<file path="config.mk">
export PLATFORM = sky130hd
export DESIGN_NAME = hazard_scoreboard
export DESIGN_NICKNAME = d
export VERILOG_FILES = /design/src/rtl/hazard_scoreboard.sv
export SDC_FILE = /design/constraint.sdc
export NUM_CORES = 1
export LEC_CHECK = 0
export ABC_AREA = 0
export CORE_ASPECT_RATIO = 0.75
export CORE_UTILIZATION = 39
export CTS_CLUSTER_DIAMETER = 120
export CTS_CLUSTER_SIZE = 28
export DETAILED_ROUTE_END_ITERATION = 7
export GPL_TIMING_DRIVEN = 0
export PLACE_DENSITY = 0.73
export SLEW_MARGIN = 20
export SYNTH_ARGS = -nofsm -noshare
export SYNTH_HDL_FRONTEND = slang
export SYNTH_SLANG_ARGS = --single-unit
</file>
<file path="constraint.sdc">
create_clock -name clk -period 1.9 [get_ports clk]
set_input_delay 0.38 -clock clk [delete_from_list [all_inputs] [get_ports clk]]
set_output_delay 0.38 -clock clk [all_outputs]
set_load 0.01 [all_outputs]
</file>
<file path="src/rtl/hazard_scoreboard.sv">
// hazard_scoreboard: in-flight instruction tracker for the 5-stage RV32 core.
// It holds one slot per stage (EXE, MEM, WB) with {valid, write-enable, rd, optype}.
// The hazard detection unit's EN/flush signals advance, hold or bubble each slot.
// The unit reports effective destination registers, optypes, a pending-write mask
// and a load-in-flight flag.
// Optional feature: define HAZARD_SCOREBOARD_STALL_CNT_EN to build a saturating
// stall-cycle counter on stall_cnt. Without it, stall_cnt is tied to zero.
module hazard_scoreboard #(
  parameter int REG_AW = 5,
  parameter int CNT_W  = 32
) (
  input  logic                      clk,
  input  logic                      rst_n,
  input  logic                      valid_ID,
  input  logic [REG_AW-1:0]         rd_ID,
  input  logic                      regwrite_ID,
  input  logic [1:0]                optype_ID,
  input  logic                      reg_DE_EN,
  input  logic                      reg_DE_flush,
  input  logic                      reg_EM_EN,
  input  logic                      reg_EM_flush,
  input  logic                      reg_MW_EN,
  input  logic                      reg_FD_stall,
  output logic [REG_AW-1:0]         rd_EXE,
  output logic [REG_AW-1:0]         rd_MEM,
  output logic [REG_AW-1:0]         rd_WB,
  output logic [1:0]                hazard_optype_ctrl_before1,
  output logic [1:0]                hazard_optype_ctrl_before2,
  output logic [1:0]                hazard_optype_ctrl_before3,
  output logic [(1<<REG_AW)-1:0]    pending_mask,
  output logic                      load_pending,
  output logic [CNT_W-1:0]          stall_cnt
);

  localparam int NREG = 1 << REG_AW;
  localparam logic [1:0] OP_LOAD = 2'b10;

  typedef struct packed {
    logic              v;
    logic              we;
    logic [REG_AW-1:0] rd;
    logic [1:0]        op;
  } slot_t;

  localparam slot_t BUBBLE = '{v: 1'b0, we: 1'b0, rd: '0, op: 2'b00};

  slot_t id_entry;
  slot_t exe_q, exe_d;
  slot_t mem_q, mem_d;
  slot_t wb_q,  wb_d;

  // A bubble in ID can never carry a write enable into the pipeline.
  assign id_entry = '{v: valid_ID, we: valid_ID & regwrite_ID, rd: rd_ID, op: optype_ID};

  // Next-state for all three slots from pre-edge state; flush has priority over EN.
  always_comb begin
    exe_d = exe_q;
    mem_d = mem_q;
    wb_d  = wb_q;
    if (reg_DE_flush)   exe_d = BUBBLE;
    else if (reg_DE_EN) exe_d = id_entry;
    if (reg_EM_flush)   mem_d = BUBBLE;
    else if (reg_EM_EN) mem_d = exe_q;
    if (reg_MW_EN)      wb_d  = mem_q;
  end

  // Slot registers; reset discards every in-flight entry at once.
  always_ff @(posedge clk or negedge rst_n) begin
    if (!rst_n) begin
      exe_q <= BUBBLE;
      mem_q <= BUBBLE;
      wb_q  <= BUBBLE;
    end else begin
      exe_q <= exe_d;
      mem_q <= mem_d;
      wb_q  <= wb_d;
    end
  end

  // Effective rd is zero unless the slot really writes, so x0 and non-writers look alike.
  assign rd_EXE = (exe_q.v & exe_q.we) ? exe_q.rd : '0;
  assign rd_MEM = (mem_q.v & mem_q.we) ? mem_q.rd : '0;
  assign rd_WB  = (wb_q.v  & wb_q.we)  ? wb_q.rd  : '0;

  assign hazard_optype_ctrl_before1 = exe_q.v ? exe_q.op : 2'b00;
  assign hazard_optype_ctrl_before2 = mem_q.v ? mem_q.op : 2'b00;
  assign hazard_optype_ctrl_before3 = wb_q.v  ? wb_q.op  : 2'b00;

  assign load_pending = (hazard_optype_ctrl_before1 == OP_LOAD) |
                        (hazard_optype_ctrl_before2 == OP_LOAD);

  // Decode of the effective rds; bit 0 stays clear because x0 is never a real hazard.
  generate
    for (genvar gi = 0; gi < NREG; gi++) begin : g_mask
      if (gi == 0) begin : g_x0
        assign pending_mask[gi] = 1'b0;
      end else begin : g_reg
        localparam logic [REG_AW-1:0] IDX = REG_AW'(gi);
        assign pending_mask[gi] = (rd_EXE == IDX) | (rd_MEM == IDX) | (rd_WB == IDX);
      end
    end
  endgenerate

`ifdef HAZARD_SCOREBOARD_STALL_CNT_EN
  logic [CNT_W-1:0] stall_cnt_q;

  // Saturating count of stalled cycles; parks at all-ones instead of wrapping.
  always_ff @(posedge clk or negedge rst_n) begin
    if (!rst_n) begin
      stall_cnt_q <= '0;
    end else if (reg_FD_stall && (stall_cnt_q != {CNT_W{1'b1}})) begin
      stall_cnt_q <= stall_cnt_q + 1'b1;
    end
  end

  assign stall_cnt = stall_cnt_q;
`else
  logic unused_stall;
  assign unused_stall = reg_FD_stall;
  assign stall_cnt    = '0;
`endif

endmodule
</file>
==> impl_metrics.yaml, run 1 <==
routing:
  postRouteAntennaNets: 0
  vias_per_cell: 5.83
  wl_per_cell_um: 19.0
  drc: 0
  wl_mm: 10.4
  firstDrtPassIters: 5
  vias: 3171
  drtIter0Drc: 321
die:
  rows: 24
  die_w_um: 93.2
  io_pins: 103
  fp.coreArea_um2: 5920
  die_area_um2: 6560
  dieHeight_um: 70.4
  start_util: 0.411
sta:
  slew_viol_final: 0
  max-slew-margin-rel: 0.540
  min_period_ns: 2.22
  clock.fmax_mhz: 451
  worst_slew_pin_slew_ns: 0.690
  hold_viol_final: 0
  rsz0062_at_grt: "yes"
  finalCritPeriodShare: 1.17
  final.setup_skew_ns: 0.00268
  setup_viol: 32
  setup_ws_ns: -0.317
cts:
  cts-hold-fix-buffers: 0
  clk_latency_ns: 0.29
  cts_buffer_depth: 2
  cts_tree: "yes"
  cts_buffers: 3
  cts.clk_slew.worst_paths_ns: 0.10
  cts-root-buf: "clkbuf_8"
  clock-sinks: 27
  htree_num_levels: 1
synth:
  async_flop_share: 1.00
  yosys-top-cells-area: "dfrtp_1, buf_4, mux2i_1"
  ys_types: 47
  yosysTopAreaCellShare: 0.278
  yosys_warnings: 0
  ys_ff_latch: 27
  synth-edff-count: 0
  avgSynthCellArea_um2: 8.25
  synth_top_cell_by_area: "dfrtp_1"
  synthFlopType: "dfrtp_1"
  ys_seq_area_frac: 0.278
  synthCells: 295
  syn_area_um2: 2430
placement:
  numPortBuffers: 63
  hpwl_mm: 6.17
  place_ws_ns: -0.628
  gp_congestion: 0.914
layout:
  nNetsFinal: 484
  drive_above_1_share: 0.494
  finish.utilization: 0.730
  area_delta_synth_final_pct: 77.6
  antennaDiodeCount: 0
power_and_ir_drop:
  p_per_area_nw_per_um2: 333
  p_leak_nw: 2.26
  total_power_mw: 1.44
  vdd_drop_max_mv: 0.314
setup_path:
  cp.arrival_ns: 1.84
  start_kind: "flip-flop"
  path_class: "flip-flop to output port"
  crit_fanout: 2
  end_kind: "output port"
  worstRegToRegCells: 3
  cp_data_required_time_ns: 1.52
run_status:
  status: "complete, but fails checks"
  failed_checks: "negative setup slack"
global_route:
  grt_pass1_wl_mm: 15.1
  gr-total-overflow: 0
  grt_max_degree: 28
  first_global_vias: 2865
  antenna_found_initial: 0
  track_usage: 0.297
run:
  max_cap_viol_count: 0
min_path:
  hold_path_class: "input port to async pin"
==> worst max-delay path, cell delays in order, from the launching register on <==
cell	delay [ns]
dfrtp_1	0.40
or3b_4	0.42
or4b_4	0.54
nand3_2	0.09
buf_6	0.10
==> cell type report <==
cell class / instances / area (um2)
tap: 78 / 97.6
multi-input combinational: 235 / 1800
fill: 433 / 1600
timing repair buffer: 139 / 1140
clock buffer: 4 / 45.0
inverter: 4 / 15.0
buffer: 57 / 533
sequential: 27 / 687
==> synth_stat cells (all sizes together), types with 2 or more instances <==
cell and number:
or3 6, buf 37, nand4 14, o21ai 4, nand3 12, nor2 20
nor3 4, nand2b 4, or2 2, mux2i 17, o221ai 10, nor2b 3
nor3b 5, mux2 9, clkbuf 24, and3 14, a211o 2, inv 4
o211ai 9, and3b 4, and2 5, dfrtp 27, and4 3, a22oi 5
or3b 2, and4bb 3, nand4b 2, o311ai 3, and4b 3, nand2 24
nand3b 4
==> per-layer routing <==
| layer | wire [um] | global-route usage |
|---|---|---|
| met1 | 4090 | 0.403 |
| met2 | 4810 | 0.481 |
| met3 | 1060 | 0.0468 |
| met4 | 388 | 0.0940 |
| met5 | 0 | 0 |
==> power by group <==
part	total [mW]	switching [mW]	internal (mW)
logic	0.457	0.218	0.238
registers	0.632	0.0323	0.600
clock network	0.349	0.198	0.151
==> metrics by stage <==
| step | hold WS [ns] | area, um2 | cells | setup TNS [ns] |
|---|---|---|---|---|
| after CTS | 0.123 | 4080 | 531 | -4.11 |
| after floorplan | 0.0844 | 2550 | 327 | 0 |
| final | 0.103 | 4320 | 544 | -5.52 |
| after detailed placement | 0.434 | 3280 | 468 | -15.42 |
| after global routing | 0.158 | 4320 | 544 | -6.63 |
| after global placement | 0.461 | 3280 | 468 | -15.65 |
==> cell usage in the layout, fill, tap and decap left out, drive strengths merged, types with 2 or more instances in the layout <==
cell type / Yosys / final
nand2: 24 / 24
or3b: 2 / 2
and4bb: 3 / 3
and3b: 4 / 4
and4: 3 / 3
a211o: 2 / 2
and3: 14 / 14
nor3b: 5 / 5
nand2b: 4 / 4
nand4: 14 / 14
nor2b: 3 / 3
nand3: 12 / 12
mux2: 9 / 9
o311ai: 3 / 3
dlymetal6s2s: 0 / 2
nor3: 4 / 4
and2: 5 / 5
dlygate4sd2: 0 / 17
buf: 37 / 149
o21ai: 4 / 4
clkdlybuf4s50: 0 / 11
dfrtp: 27 / 27
or2: 2 / 2
clkbuf: 24 / 21
mux2i: 17 / 17
or3: 6 / 6
a22oi: 5 / 5
o221ai: 10 / 10
nand4b: 2 / 2
inv: 4 / 4
o211ai: 9 / 9
nor2: 20 / 20
nand3b: 4 / 4
conb: 1 / 33
and4b: 3 / 3
==> what timing repair did <==
action                     CTS  global route
setup buffers               61            14
gates resized for setup    268            35
setup endpoints to repair   53            36
pin swaps                   40            14
cloned                       1             1
==> state kept, by name, indices dropped and copies added, names as in the netlist <==
name / count
exe_q: 9
mem_q: 9
wb_q: 9
==> worst paths after layout <==
kind	slack [ns]	endpoint	start
worst max-delay path	-0.32	pending_mask[2]	exe_q[2]$_DFFE_PN0P_
worst min-delay path	0.10	mem_q[1]$_DFFE_PN0P_	rst_n
worst max register to register	0.73	wb_q[3]$_DFFE_PN0P_	wb_q[3]$_DFFE_PN0P_
worst min register to register	0.49	wb_q[1]$_DFFE_PN0P_	wb_q[1]$_DFFE_PN0P_
max in group asynchronous	1.34	exe_q[4]$_DFFE_PN0P_	rst_n
min in group clk	0.45	mem_q[0]$_DFFE_PN0P_	reg_EM_flush
==> cells by family (layout without fill, tap and decap cells) <==
group	after synthesis	in the layout	share of synthesized area
other	1	33	0.00154
DFF	27	27	0.278
buffers and inverters	65	204	0.152
muxes	26	26	0.112
and+or+nand+nor	138	138	0.335
AOI/OAI and AO/OA	38	38	0.121
Note: power is estimated with default switching activity, not from simulation.
==> run 2: changes to the inputs <==
Settings changed: GPL_TIMING_DRIVEN 0 to default, TNS_END_PERCENT from default to 30.
==> impl_metrics.yaml, run 2 (synthesis results as in run 1) <==
layout:
  final_cell_mix: "buf_4, conb_1, buf_6, buf_2, nand2_1"
  nNetsFinal: 451
  layout_commonest_cell: "buf_4"
  finish.utilization: 0.667
  area_delta_synth_final_pct: 62.3
  reg.largest.list: "exe_q (9), mem_q (9), wb_q (9)"
  drive_above_1_share: 0.453
  antennaDiodeCount: 0
die:
  die_w_um: 93.2
  start_util: 0.411
  die_area_um2: 6560
  io_pins: 103
  dieHeight_um: 70.4
  rows: 24
  fp.coreArea_um2: 5920
sta:
  hold_viol_final: 0
  final.setup_skew_ns: 0.00390
  finalCritPeriodShare: 1.13
  clock.fmax_mhz: 465
  slew_viol_final: 0
  setup_viol: 32
  tns_ns: -4.08
  setup_ws_ns: -0.252
  rsz0062_at_grt: "yes"
  min_period_ns: 2.15
cts:
  clk_latency_ns: 0.28
  cts-root-buf: "clkbuf_8"
  cts_buffers: 3
  cts_tree: "yes"
  htree_num_levels: 1
  cts.clk_slew.worst_paths_ns: 0.10
  cts_buffer_depth: 2
  clock-sinks: 27
setup_path:
  cp.arrival_ns: 1.77
  crit_buf_inv: 1
  crit_slowest_cell: "or4b_4"
  start_kind: "flip-flop"
  critPathMaxStageDelay_ns: 0.51
  end_kind: "output port"
  cp_cell_sequence: "or3b_4 > or4b_4 > nand3_2 > buf_6"
  crit_fanout: 2
  crit_family: "simple AND/OR/NAND/NOR gates"
  path_class: "flip-flop to output port"
  cp_data_required_time_ns: 1.52
min_path:
  hold_path_class: "input port to async pin"
routing:
  vias_per_cell: 5.69
  postRouteAntennaNets: 0
  drtIter0Drc: 257
  drc: 0
  wl_mm: 9.19
  firstDrtPassIters: 5
  wl_per_cell_um: 18.0
  vias: 2908
global_route:
  gr-total-overflow: 0
  grt_pass1_wl_mm: 13.4
  grt_max_degree: 28
  track_usage: 0.261
  first_global_vias: 2695
  antenna_found_initial: 0
placement:
  numPortBuffers: 68
  hpwl_mm: 6.15
  gp_congestion: 1.03
power_and_ir_drop:
  p_per_area_nw_per_um2: 343
  vdd_drop_max_mv: 0.272
  p_leak_nw: 2.06
run_status:
  failed_checks: "negative setup slack"
  status: "complete, but fails checks"
run:
  max_cap_viol_count: 0
==> run 2: changes by cell type in the layout (fill, tap and decap cells not counted), sizes merged <==
cell           before  now
buf               149  126
clkbuf             21    5
clkdlybuf4s50      11   16
dlygate4sd2        17   14
clkdlybuf4s15       0    2
dlymetal6s2s        2    4
==> run 2: layout make-up <==
cell class,count,area (um2)
Multi-Input combinational cell,235,1740
Tap cell,78,97.6
Timing Repair Buffer,163,1360
Fill cell,465,1970
Clock buffer,4,45.0
Inverter,4,15.0
Sequential cell,27,687
==> run 2: report_power, final <==
| part | switching (mW) | internal (mW) |
|---|---|---|
| Clock | 0.193 | 0.151 |
| Combinational | 0.188 | 0.186 |
| Sequential | 0.0352 | 0.600 |
| Total | 0.416 | 0.936 |
==> run 2: what timing repair did <==
action                     in CTS  in global routing
hold buffers                    0                  0
resized for setup             176                 61
gates cloned                    0                  0
hold endpoints to repair        0                  0
pin swaps                      20                 22
setup endpoints to repair      49                 35
buffers inserted               23                 12
==> run 2: path summary, 6_finish.rpt <==
check / start / to / slack (ns) / cells after the start
min in group clk: wb_q[0]$_DFFE_PN0P_ / wb_q[0]$_DFFE_PN0P_ / 0.49 / 1
max in group asynchronous: rst_n / wb_q[7]$_DFFE_PN0P_ / 1.13 / 2
worst min-delay path: rst_n / mem_q[1]$_DFFE_PN0P_ / 0.49 / 2
worst max register to register: wb_q[8]$_DFFE_PN0P_ / wb_q[8]$_DFFE_PN0P_ / 0.80 / 3
worst min register to register: wb_q[0]$_DFFE_PN0P_ / wb_q[0]$_DFFE_PN0P_ / 0.49 / 1
worst max-delay path: exe_q[2]$_DFFE_PN0P_ / pending_mask[2] / -0.25 / 4
==> run 2: through the flow <==
stage	instance area (um2)	power [mW]	cells	setup WS [ns]	hold WS (ns)
after global routing	3950	1.41	511	-0.282	0.512
final	3950	1.35	511	-0.252	0.487
after floorplan	2550	0.830	327	0.127	0.0844
after global placement	3430	0.916	473	-0.425	0.461
after CTS	3780	1.32	500	-0.294	0.493
after detailed placement	3430	0.924	473	-0.437	0.472
==> run 2: layer usage <==
layer | global-route usage | wire (um) | share of wire
met2 | 0.430 | 4300 | 0.47
met3 | 0.0501 | 888 | 0.097
met1 | 0.350 | 3740 | 0.41
met4 | 0.0701 | 264 | 0.029
met5 | 0 | 0 | 0
